### src/rtl/arcade_button_conditioner_if.sv
// Control bus between the input mapper and the button conditioner:
// raw active-high controls in, conditioned active-low buttons and status out.
interface arcade_button_conditioner_if;
    logic [7:0] raw_in;
    logic [7:0] button_n;
    logic       coin_busy;
    logic       tick;

    modport master (
        output raw_in,
        input  button_n,
        input  coin_busy,
        input  tick
    );

    modport slave (
        input  raw_in,
        output button_n,
        output coin_busy,
        output tick
    );
endinterface

### src/rtl/arcade_button_conditioner.sv
// Synchronises, debounces and coin-shapes the 8 arcade controls feeding the core's active-low button_in.
// Optional macro BUTTON_SOCD_EN cancels opposing directions (up/down, left/right) after debounce.
module arcade_button_conditioner #(
    parameter int PRESCALE         = 6000,
    parameter int DEBOUNCE_TICKS   = 8,
    parameter int COIN_PULSE_TICKS = 20,
    parameter int COIN_GAP_TICKS   = 40,
    parameter int COIN_BIT         = 5
) (
    input  logic                        clk_sys,
    input  logic                        res_n,
    arcade_button_conditioner_if.slave  bus
);

    localparam int PS_W   = (PRESCALE > 1) ? $clog2(PRESCALE) : 1;
    localparam int DB_W   = $clog2(DEBOUNCE_TICKS + 1);
    localparam int TM_MAX = (COIN_PULSE_TICKS > COIN_GAP_TICKS) ? COIN_PULSE_TICKS : COIN_GAP_TICKS;
    localparam int TM_W   = $clog2(TM_MAX + 1);

    typedef enum logic [1:0] {
        IDLE     = 2'd0,
        PULSE    = 2'd1,
        GAP      = 2'd2,
        WAIT_REL = 2'd3
    } coin_state_t;

    logic [PS_W-1:0] pcnt, pcnt_nxt;
    logic            tick_q;

    logic [7:0]      s1, sync;
    logic [7:0]      st, st_nxt;
    logic [DB_W-1:0] cnt     [8];
    logic [DB_W-1:0] cnt_nxt [8];

    coin_state_t     state, state_nxt;
    logic [TM_W-1:0] timer, timer_nxt;
    logic            coin_rise;

    logic [7:0]      cond;
    logic [7:0]      button_q;
    logic            busy_q;

    // tick is registered from the next count so it is low in reset and
    // still coincides with the cycle where the counter sits at PRESCALE-1
    always_comb begin
        pcnt_nxt = (pcnt == PS_W'(PRESCALE - 1)) ? '0 : pcnt + 1'b1;
    end

    always_ff @(posedge clk_sys or negedge res_n) begin
        if (!res_n) begin
            pcnt   <= '0;
            tick_q <= 1'b0;
        end else begin
            pcnt   <= pcnt_nxt;
            tick_q <= (pcnt_nxt == PS_W'(PRESCALE - 1));
        end
    end

    always_comb begin
        st_nxt = st;
        for (int unsigned i = 0; i < 8; i++) begin
            cnt_nxt[i] = cnt[i];
            if (tick_q) begin
                if (sync[i] == st[i]) begin
                    cnt_nxt[i] = '0;
                end else if (cnt[i] == DB_W'(DEBOUNCE_TICKS - 1)) begin
                    st_nxt[i]  = sync[i];
                    cnt_nxt[i] = '0;
                end else begin
                    cnt_nxt[i] = cnt[i] + 1'b1;
                end
            end
        end
    end

    always_ff @(posedge clk_sys or negedge res_n) begin
        if (!res_n) begin
            s1   <= '0;
            sync <= '0;
            st   <= '0;
            for (int unsigned i = 0; i < 8; i++) begin
                cnt[i] <= '0;
            end
        end else begin
            s1   <= bus.raw_in;
            sync <= s1;
            st   <= st_nxt;
            for (int unsigned i = 0; i < 8; i++) begin
                cnt[i] <= cnt_nxt[i];
            end
        end
    end

    // Coin FSM looks at the debounced state as it is about to be written,
    // so state and st change on the same edge
    assign coin_rise = tick_q & st_nxt[COIN_BIT] & ~st[COIN_BIT];

    always_comb begin
        state_nxt = state;
        timer_nxt = timer;
        case (state)
            IDLE: begin
                if (coin_rise) begin
                    state_nxt = PULSE;
                    timer_nxt = TM_W'(COIN_PULSE_TICKS - 1);
                end
            end
            PULSE: begin
                if (tick_q) begin
                    if (timer == '0) begin
                        state_nxt = GAP;
                        timer_nxt = TM_W'(COIN_GAP_TICKS - 1);
                    end else begin
                        timer_nxt = timer - 1'b1;
                    end
                end
            end
            GAP: begin
                if (tick_q) begin
                    if (timer == '0) begin
                        state_nxt = st_nxt[COIN_BIT] ? WAIT_REL : IDLE;
                    end else begin
                        timer_nxt = timer - 1'b1;
                    end
                end
            end
            WAIT_REL: begin
                if (!st_nxt[COIN_BIT]) begin
                    state_nxt = IDLE;
                end
            end
            default: begin
                state_nxt = IDLE;
            end
        endcase
    end

    always_ff @(posedge clk_sys or negedge res_n) begin
        if (!res_n) begin
            state <= IDLE;
            timer <= '0;
        end else begin
            state <= state_nxt;
            timer <= timer_nxt;
        end
    end

    always_comb begin
        cond           = st;
        cond[COIN_BIT] = (state == PULSE);
`ifdef BUTTON_SOCD_EN
        if (cond[0] && cond[1]) begin
            cond[0] = 1'b0;
            cond[1] = 1'b0;
        end
        if (cond[2] && cond[3]) begin
            cond[2] = 1'b0;
            cond[3] = 1'b0;
        end
`endif
    end

    always_ff @(posedge clk_sys or negedge res_n) begin
        if (!res_n) begin
            button_q <= '1;
            busy_q   <= 1'b0;
        end else begin
            button_q <= ~cond;
            busy_q   <= (state != IDLE);
        end
    end

    assign bus.button_n  = button_q;
    assign bus.coin_busy = busy_q;
    assign bus.tick      = tick_q;

endmodule

### src/flat_wrapper.sv
// flat-port wrapper written by rule: the top's interface ports become plain ports
module arcade_button_conditioner_flat 
#(
    parameter int PRESCALE         = 6000,
    parameter int DEBOUNCE_TICKS   = 8,
    parameter int COIN_PULSE_TICKS = 20,
    parameter int COIN_GAP_TICKS   = 40,
    parameter int COIN_BIT         = 5
)
  (clk_sys, res_n, bus_raw_in, bus_button_n, bus_coin_busy, bus_tick);
  arcade_button_conditioner_if bus_i ();
  input  logic clk_sys;
  input  logic res_n;
  input wire logic [$bits(bus_i.raw_in)-1:0] bus_raw_in;
  output wire logic [$bits(bus_i.button_n)-1:0] bus_button_n;
  output wire logic [$bits(bus_i.coin_busy)-1:0] bus_coin_busy;
  output wire logic [$bits(bus_i.tick)-1:0] bus_tick;
  assign bus_i.raw_in = bus_raw_in;
  assign bus_button_n = bus_i.button_n;
  assign bus_coin_busy = bus_i.coin_busy;
  assign bus_tick = bus_i.tick;
  arcade_button_conditioner #(.PRESCALE(PRESCALE), .DEBOUNCE_TICKS(DEBOUNCE_TICKS), .COIN_PULSE_TICKS(COIN_PULSE_TICKS), .COIN_GAP_TICKS(COIN_GAP_TICKS), .COIN_BIT(COIN_BIT)) u_core (.clk_sys(clk_sys), .res_n(res_n), .bus(bus_i));
endmodule
### config.mk
export PLATFORM = sky130hd
export DESIGN_NAME = arcade_button_conditioner_flat
export DESIGN_NICKNAME = d
export VERILOG_FILES = /design/src/rtl/arcade_button_conditioner_if.sv /design/src/rtl/arcade_button_conditioner.sv /design/src/flat_wrapper.sv
export SDC_FILE = /design/constraint.sdc
export NUM_CORES = 1
export LEC_CHECK = 0
export ABC_CLOCK_PERIOD_IN_PS = 2100
export BUFFER_PORTS_ARGS = -buffer_cell sky130_fd_sc_hd__buf_2
export CAP_MARGIN = 20
export CORE_MARGIN = 3
export CORE_UTILIZATION = 45
export CTS_BUF_LIST = sky130_fd_sc_hd__clkbuf_4 sky130_fd_sc_hd__clkbuf_8 sky130_fd_sc_hd__clkbuf_16
export DETAILED_ROUTE_END_ITERATION = 8
export HOLD_SLACK_MARGIN = 0.12
export SLEW_MARGIN = 40
export SYNTH_ARGS = -nofsm -noshare
export SYNTH_HDL_FRONTEND = slang
export SYNTH_SLANG_ARGS = --single-unit
### constraint.sdc
create_clock -name clk_sys -period 2.1 [get_ports clk_sys]
set_clock_uncertainty 0.2 [all_clocks]
set_input_delay 0.42 -clock clk_sys [delete_from_list [all_inputs] [get_ports clk_sys]]
set_output_delay 0.42 -clock clk_sys [all_outputs]
set_load 0.02 [all_outputs]
==> qor.yml <==
cts:
  clock_sinks: 87
  cts_buffers: 9
  cts_root_buffer: "clkbuf_8"
  clk_pin_slew_worst_paths_ns: 0.09
  htreeDepth: 3
  clk-insertion-delay-late_ns: 0.35
  cts_buffer_depth: 2
  cts_tree: "yes"
setup_path:
  reg2reg_slack_ns: 0.09
  crit_fanout: 4
  setup.worst_path.class: "register to register"
  crit_required_ns: 2.13
  rr_startpoint: "u_core.pcnt[4]"
  arrival_ns: 2.04
  end_kind: "register"
  worstSetupStartpointType: "register"
  r2r-end: "u_core.bus.tick"
  worst_r2r_path_depth: 5
timing:
  period_needed_ns: 2.01
  fmax_ghz: 0.498
  fin_crit_sh_pct: 95.7
  worstMarginPinSlew_ns: 0.508
  slew_headroom_pct: 65.9
  setup_tns_ns: 0
  finalSetupViolations: 0
  rsz0062_at_grt: "false"
  hold_viol_final: 0
  slew_viol_final: 0
global_route:
  overflow: 0
  met2_usage_pct: 22.5
  grt_pass1_wl_mm: 12.1
  track_usage_pct: 14.9
  top_usage_layer: "met2"
  first_global_vias: 2692
  met3_usage_pct: 3.11
  antenna_found_initial: 0
  use_met1_pct: 20.9
  grt_max_degree: 51
hold_path:
  min_path_type: "register to register"
  min_path_cells: 0
  min-delay-start: "u_core.s1[5]"
  hold_path_end: "u_core.sync[5]"
layout:
  mostFrequentLayoutCells: "dfrtp_1 (78), nand2_1 (33), o21ai_0 (30), inv_1 (27), nand3_1 (20)"
  diodes: 0
  fin_util_pct: 55.3
  layout.cells.most_common: "dfrtp_1"
  drive_gt1_share_pct: 16.3
  syn2layout_area_growth_pct: 16.0
  final_nets: 444
place:
  gp_congestion: 0.815
  dp_hpwl_mm: 4.60
  io_buffers: 19
drt:
  drt_wl_total_mm: 6.91
  wl_per_cell_um: 13.1
  drc: 0
  drt-vias-per-instance: 5.38
  drt_iter0_drc: 112
  firstDrtPassIters: 4
  dr_total_vias: 2841
  ant_nets: 0
synthesis:
  syn_area_um2: 4020
  yosysUniqueCellTypes: 51
  synth_ff_type: "dfrtp_1"
  synth-seq-cells: 87
  synth-async-reset-ratio_pct: 100
  syn_nets: 398
  synth_edf_count: 0
  yosysSeqAreaShare_pct: 54.5
  syn_inst: 372
  yosys_warnings: 0
  syn_area_per_cell_um2: 10.8
floorplan:
  dieArea_um2: 10100
  fp.dieW_um: 100
  row_count: 33
  start_util_pct: 47.7
  io_pins: 20
  core-area_um2: 8420
  dieHeight_um: 100
power_and_ir_drop:
  p_per_area_nw_per_um2: 633
  p_leak_nw: 2.04
  ir_worst_vdd_mv: 0.361
job:
  max_cap_viol_count: 0
run_status:
  status: "finished clean"
==> critical path, cell delays in order, from the launching register on <==
cell and delay, ns:
dfrtp_1 0.44, or4b_4 0.57, o31a_1 0.26, o21ai_1 0.12
o31ai_1 0.10, and4b_1 0.22
==> stage by stage <==
step	hold slack, ns	power [W]	cell area, um2	cells	setup WS [ns]
floorplan	-0.0756	0.00174	4020	372	0.141
global placement	0.133	0.00179	4340	502	0.0700
detailed placement	0.136	0.00180	4340	502	0.0279
CTS	0.146	0.00299	4630	527	0.0101
global route	0.160	0.00309	4660	528	0.00733
finish	0.145	0.00295	4660	528	0.0905
==> logic make-up after synthesis <==
family / after synthesis / share of synthesized area [%]
compound gates: 81 / 12.9
xor+xnor: 16 / 3.49
fa+ha+maj: 16 / 4.98
buf+inv: 35 / 3.30
flops: 87 / 54.5
mux: 15 / 3.77
simple gates: 122 / 17.1
==> worst max path at each step <==
stage,start,to,cells after the start
floorplan,u_core.pcnt[0],u_core.bus.tick,6
global placement,u_core.timer[5],u_core.timer[0],5
detailed placement,u_core.timer[5],u_core.timer[0],5
CTS,u_core.timer[5],u_core.timer[0],5
global route,u_core.pcnt[4],u_core.bus.tick,5
finish,u_core.pcnt[4],u_core.bus.tick,5
==> cell usage after synthesis (5+ instances only) <==
cell / count / area (um2)
a21oi_1: 13 / 65.1
a22o_1: 5 / 43.8
and3_1: 7 / 43.8
clkbuf_1: 6 / 22.5
dfrtp_1: 79 / 1980
dfstp_2: 8 / 210
ha_1: 16 / 200
inv_1: 27 / 101
mux2i_1: 14 / 140
nand2_1: 33 / 124
nand3_1: 20 / 100
nand3b_1: 6 / 45.0
nand4_1: 6 / 37.5
nor2_1: 17 / 63.8
nor2b_1: 5 / 31.3
nor3_1: 6 / 30.0
nor3b_1: 8 / 60.1
o21ai_0: 30 / 150
o31ai_1: 6 / 45.0
xnor2_1: 7 / 61.3
xor2_1: 9 / 78.8
==> routing by layer <==
layer | share of wire [%] | vias to the layer above
met1 | 51 | 1389
met4 | 0.81 | 0
met3 | 2.4 | 4
met2 | 46 | 24
li1 | - | 1424
met5 | 0 | -
==> flip-flops by register name, indices dropped and copies added (netlist names) <==
register,count
u_core.bus.button_n,8
u_core.bus.coin_busy,1
u_core.bus.tick,1
u_core.cnt,32
u_core.pcnt,13
u_core.s1,8
u_core.st,8
u_core.state,2
u_core.sync,8
u_core.timer,6
==> cell type report <==
| type | count | area [um2] |
|---|---|---|
| clock buffer | 10 | 131 |
| clock inverter | 6 | 70.1 |
| fill | 762 | 3760 |
| inverter | 28 | 105 |
| multi-input combinational | 250 | 1710 |
| sequential | 87 | 2190 |
| tap | 105 | 131 |
| timing repair buffer | 42 | 318 |
==> report_power, final <==
| part | leakage (nW) | internal (W) | switching (W) |
|---|---|---|---|
| Clock | 0.0925 | 0.000570 | 0.000607 |
| Combinational | 0.812 | 0.0000295 | 0.0000448 |
| Sequential | 1.14 | 0.00169 | 0.00000742 |
==> repair_timing <==
| action | in CTS | in global routing |
|---|---|---|
| setup buffers | 0 | 1 |
| endpoints found under the setup margin | 0 | 2 |
| hold buffers | 9 | 0 |
| resized for setup | 0 | 3 |
| hold endpoints to repair | 93 | 0 |
No activity file was read; power rests on OpenSTA's default activity.
